<file path="src/rtl/spi_slave_gen.sv">
// spi_slave_gen: SPI slave front-end that deserialises command frames, tracks read sequencing and shifts out read data
module spi_slave_gen #(
  parameter int DATA_W    = 8,
  parameter int TX_W      = 8,
  parameter int LSB_FIRST = 0
) (
  input  logic              clk,
  input  logic              rst,
  input  logic              SS_n,
  input  logic              MOSI,
  output logic              MISO,
  output logic [DATA_W+1:0] rx_data,
  output logic              rx_valid,
  output logic              rx_err,
  input  logic [TX_W-1:0]   tx_data,
  input  logic              tx_valid,
  output logic              busy
);
  localparam logic [2:0] IDLE      = 3'd0;
  localparam logic [2:0] CHK_CMD   = 3'd1;
  localparam logic [2:0] WRITE     = 3'd2;
  localparam logic [2:0] READ_ADD  = 3'd3;
  localparam logic [2:0] READ_DATA = 3'd4;
  localparam int CW  = $clog2(DATA_W + 3);
  localparam int TCW = $clog2(TX_W + 1);

  logic [2:0]        state;
  logic [CW-1:0]     bit_cnt;
  logic [DATA_W+1:0] rx_sh;
  logic [DATA_W+1:0] rx_frame;
  logic              rd_addr_seen;
  logic              rx_done;
  logic              rx_ok;
  logic              last_bit;
  logic              cmd_ok;
  logic              tx_start;
  logic              tx_active;
  logic              tx_sent;
  logic [TX_W-1:0]   tx_sh;
  logic [TCW-1:0]    tx_cnt;

  assign busy = state != IDLE;

  // Frame completion, command legality and the single transmit launch, all decided at the sampling edge
  always_comb begin
    rx_frame = {rx_sh[DATA_W:0], MOSI};
    last_bit = !SS_n && (state == WRITE || state == READ_ADD || state == READ_DATA) &&
               !rx_done && bit_cnt == CW'(DATA_W + 1);
    cmd_ok   = state == READ_ADD  ? rx_frame[DATA_W+1:DATA_W] == 2'b10 :
               state == READ_DATA ? rx_frame[DATA_W+1:DATA_W] == 2'b11 : 1'b1;
    tx_start = !SS_n && state == READ_DATA && !tx_sent && tx_valid &&
               (rx_ok || (last_bit && cmd_ok));
  end

  // Receive FSM: command decode, payload shift-in, strobes and read-sequence tracking
  always_ff @(posedge clk or posedge rst) begin
    if (rst) begin
      state        <= IDLE;
      bit_cnt      <= '0;
      rx_sh        <= '0;
      rx_data      <= '0;
      rx_valid     <= 1'b0;
      rx_err       <= 1'b0;
      rd_addr_seen <= 1'b0;
      rx_done      <= 1'b0;
      rx_ok        <= 1'b0;
    end else begin
      rx_valid <= last_bit && cmd_ok;
      rx_err   <= last_bit && !cmd_ok;
      if (state == IDLE) begin
        bit_cnt <= '0;
        rx_sh   <= '0;
        rx_done <= 1'b0;
        rx_ok   <= 1'b0;
        state   <= SS_n ? IDLE : CHK_CMD;
      end else if (SS_n) begin
        state <= IDLE;
      end else if (state == CHK_CMD) begin
        rx_sh   <= rx_frame;
        bit_cnt <= CW'(1);
        state   <= !MOSI ? WRITE : rd_addr_seen ? READ_DATA : READ_ADD;
      end else if (!rx_done) begin
        rx_sh   <= rx_frame;
        bit_cnt <= bit_cnt + CW'(1);
        if (last_bit) begin
          rx_done <= 1'b1;
          rx_ok   <= cmd_ok;
          if (cmd_ok) begin
            rx_data      <= rx_frame;
            rd_addr_seen <= state == READ_ADD ? 1'b1 : state == READ_DATA ? 1'b0 : rd_addr_seen;
          end
        end
      end
    end
  end

  // Transmit shifter: one word per READ_DATA frame, dropped on deselect
  always_ff @(posedge clk or posedge rst) begin
    if (rst) begin
      MISO      <= 1'b0;
      tx_sh     <= '0;
      tx_cnt    <= '0;
      tx_active <= 1'b0;
      tx_sent   <= 1'b0;
    end else if (state == IDLE || SS_n) begin
      MISO      <= 1'b0;
      tx_cnt    <= '0;
      tx_active <= 1'b0;
      tx_sent   <= 1'b0;
    end else if (tx_start) begin
      MISO      <= LSB_FIRST != 0 ? tx_data[0] : tx_data[TX_W-1];
      tx_sh     <= LSB_FIRST != 0 ? tx_data >> 1 : tx_data << 1;
      tx_cnt    <= TCW'(TX_W - 1);
      tx_active <= 1'b1;
      tx_sent   <= 1'b1;
    end else if (tx_active) begin
      MISO      <= tx_cnt == '0 ? 1'b0 : LSB_FIRST != 0 ? tx_sh[0] : tx_sh[TX_W-1];
      tx_sh     <= LSB_FIRST != 0 ? tx_sh >> 1 : tx_sh << 1;
      tx_cnt    <= tx_cnt == '0 ? tx_cnt : tx_cnt - TCW'(1);
      tx_active <= tx_cnt != '0;
    end
  end
endmodule

</file>
<file path="config.mk">
export PLATFORM = sky130hd
export DESIGN_NAME = spi_slave_gen
export DESIGN_NICKNAME = d
export VERILOG_FILES = /design/src/rtl/spi_slave_gen.sv
export SDC_FILE = /design/constraint.sdc
export NUM_CORES = 1
export LEC_CHECK = 0
export ABC_AREA = 1
export BUFFER_PORTS_ARGS = -buffer_cell sky130_fd_sc_hd__buf_2
export CAP_MARGIN = 20
export CORE_MARGIN = 2
export CORE_UTILIZATION = 61
export CTS_CLUSTER_SIZE = 25
export DETAILED_ROUTE_END_ITERATION = 8
export PLACE_DENSITY = 0.93
export SYNTH_ARGS = -nofsm -noshare
export SYNTH_HDL_FRONTEND = slang
export SYNTH_SLANG_ARGS = --single-unit
</file>
<file path="constraint.sdc">
create_clock -name clk -period 2.95 [get_ports clk]
set_clock_uncertainty 0.1 [all_clocks]
set_input_delay 0.295 -clock clk [delete_from_list [all_inputs] [get_ports clk]]
set_output_delay 0.295 -clock clk [all_outputs]
set_load 0.01 [all_outputs]
</file>
==> metrics.txt <==
slowest CP cell dfrtp_1; most used cell, CP nand2_1; total global-route track usage 23.12%; clk sink count 45; DRT Pass-1 Iters 6; setup repair bufs after CTS 0; Nets 289; Max clock buf depth 2; YS warnings 0; Pint 0.8853 mW; CTS Root Buffer Type clkbuf_4; Max-slew headroom 46.78%; Distinct cells, synth 29; sequential share of the synthesized area 52.94%; Tcrit/Tclk final 65.35%; Reg clk slew, reported paths 130 ps; crit-path max FO 23; Synth top area share 52.94%; Final Non-Filler Cells 320; WP data arrival 2090 ps; synthesized area per cell 8.826 um2; TritonCTS Buffers 5; I/O Buffers 26; most common cell after layout, fill and taps aside nand2_1; dpl cells 311; CP peak stage delay 430 ps; first-pass GRT wire length 7072 um; met3 Use GR 5.536%; Final Setup Violations 0; initial antenna violation count 0; outcome finished clean; Synth Cell Area 2127 um2; area grow syn2layout 12.71%; via count 1643; Setup Crit Path Kind reg2reg; Net Sw Power 0.3748 mW; vias in the first global route 1587; final hold violation count 0; Critical Path RT 3120 ps; Via density 5.134; max_cap viols 0; Initial Utilization 63.74%; most frequent cells in the layout nand2_1 (75), dfrtp_1 (45), inv_1 (32); Synth area leader dfrtp_1; largest net degree at the start of global routing 25; unrepaired setup endpoints after global routing false; sequential share of power 53.4%; Die Area 3975 um2; Power per Cell Area 525.6 nW/um2; Ant. Diodes 0; depth of the CTS H-tree 2; syn nets 257; crit path launch type flip-flop; fmax 518.7 MHz; cell family with most CP delay simple AND/OR/NAND/NOR gates; routability cong. 0.8103; CTS tree built; Iter 0 DRT Violations 124; Peak supply drop 374.6 uV; largest cells by area after synthesis dfrtp_1 (53%), nand2_1 (13%), inv_1 (5.8%); Slew @ Worst Pin 793.4 ps; Sw Ratio 29.75%; leakage power 1.228 nW; clock power share 30.6%; Die Span X 63.05 um; Ports 27; Min Clock Period, post-route 1928 ps; Final ANT Viol Nets 0; HPWL Detailed 2909 um; met2 usage 37.37%; CORE AREA 3337 um2; FP Rows 21; HP Class in2reg; Worst Path Buf+Inv 1; Yosys reg bits 45; Comb power frac 16.0%; DR WL/cell 12.41 um; share of the core filled with cells 71.84%; met1 usage 30.45%; max-slew violations 0; Fin Setup TNS 0 ps; crit path cell chain inv_1 -> ha_1 -> nand4_1 -> nor2_4 -> nand2_4 -> nand2_8 -> nand2_8 -> nand2_1 -> nand2_2 -> nand2_1 -> nand2_1; gr ovfl total 0; Worst-Skew Late Latency 360 ps; GRT busiest layer met2; CP Capture Type flip-flop; drt total wl 3970 um; chip height 63.05 um; drc violations 0; Synth Instances 241; share of post-route cells with drive strength above 1 19.34%
==> worst reg2reg max path, stage by stage, from the launching register on <==
cell and delay, ps:
dfrtp_1 430, inv_1 70, ha_1 130, nand4_1 150, nor2_4 180, nand2_4 170, nand2_8 150, nand2_8 110
nand2_1 100, nand2_2 110, nand2_1 90, nand2_1 60
==> flip-flops by register name, indices dropped and copies added (netlist names) <==
name          cells
MISO              1
bit_cnt           4
rd_addr_seen      1
rx_data          10
rx_done           1
rx_err            1
rx_ok             1
rx_sh             9
rx_valid          1
state             3
tx_active         1
tx_cnt            4
tx_sent           1
tx_sh             7
==> repair_timing <==
item                                   4_1_cts  5_1_grt
hold buffers                                 1        0
endpoints found under the hold margin       21        0
resized for setup                            0        0
==> kinds of logic (layout without fill, tap and decap cells) <==
group / Yosys count / in the layout / synth area share, %
DFF: 45 / 45 / 52.94
buffers and inverters: 39 / 72 / 7.235
adders and majority gates: 3 / 3 / 1.765
AOI/OAI and AO/OA: 38 / 38 / 11.59
and+or+nand+nor: 114 / 114 / 25.65
xor gates and xnor gates: 2 / 2 / 0.8237
==> final timing paths <==
check / startpoint / endpoint / slack, ps / depth (start not counted)
hold reg to reg: rx_data[1] / rx_data[1] / 400 / 2
max in group asynchronous: rst / bit_cnt[2] / 1630 / 4
hold / removal: SS_n / state[0] / 40 / 2
min in group asynchronous: rst / tx_cnt[1] / 410 / 3
setup / recovery: bit_cnt[1] / tx_sh[5] / 1020 / 11
setup reg to reg: bit_cnt[1] / tx_sh[5] / 1020 / 11
==> per-stage QoR <==
stage	power (mW)	hold slack (ps)	cell area (um2)	worst slack [ps]
floorplan	0.8284	258.1	2127	1297
CTS	1.264	29.68	2397	1025
global placement	0.8782	273.2	2303	1060
detailed placement	0.8846	281.7	2303	1044
finish	1.260	36.90	2397	1022
global route	1.332	19.58	2397	883.6
==> area by class of cell <==
type                       instances  area (um2)
clock buffer                       5       37.54
timing repair buffer              28       147.6
fill                             244       939.7
inverter                          36       135.1
sequential                        45        1126
multi-input combinational        157       847.1
tap                               46       57.56
clock inverter                     3       46.29
==> cells in the mapped netlist (all sizes together) <==
cell type,number
a21oi,6
a31oi,1
buf,1
clkbuf,2
clkinv,1
dfrtp,45
ha,3
inv,35
nand2,83
nand3,13
nand4,3
nor2,11
nor3,2
nor3b,2
o21ai,18
o22ai,10
o31ai,2
o32ai,1
xnor2,1
xor2,1
==> metal layers <==
metal / vias to the layer above / routed length [um]
met1: 764 / 1755
met4: 0 / 58
met5: - / 0
met3: 5 / 159
met2: 37 / 1997
li1: 837 / -
==> power groups by stage <==
stage	clock network, mW	logic, mW	registers (mW)
floorplan	0	0.151	0.678
global placement	0	0.196	0.683
detailed placement	0	0.201	0.684
CTS	0.390	0.202	0.672
global route	0.424	0.230	0.678
finish	0.386	0.202	0.672
No activity file was read; power rests on OpenSTA's default activity.
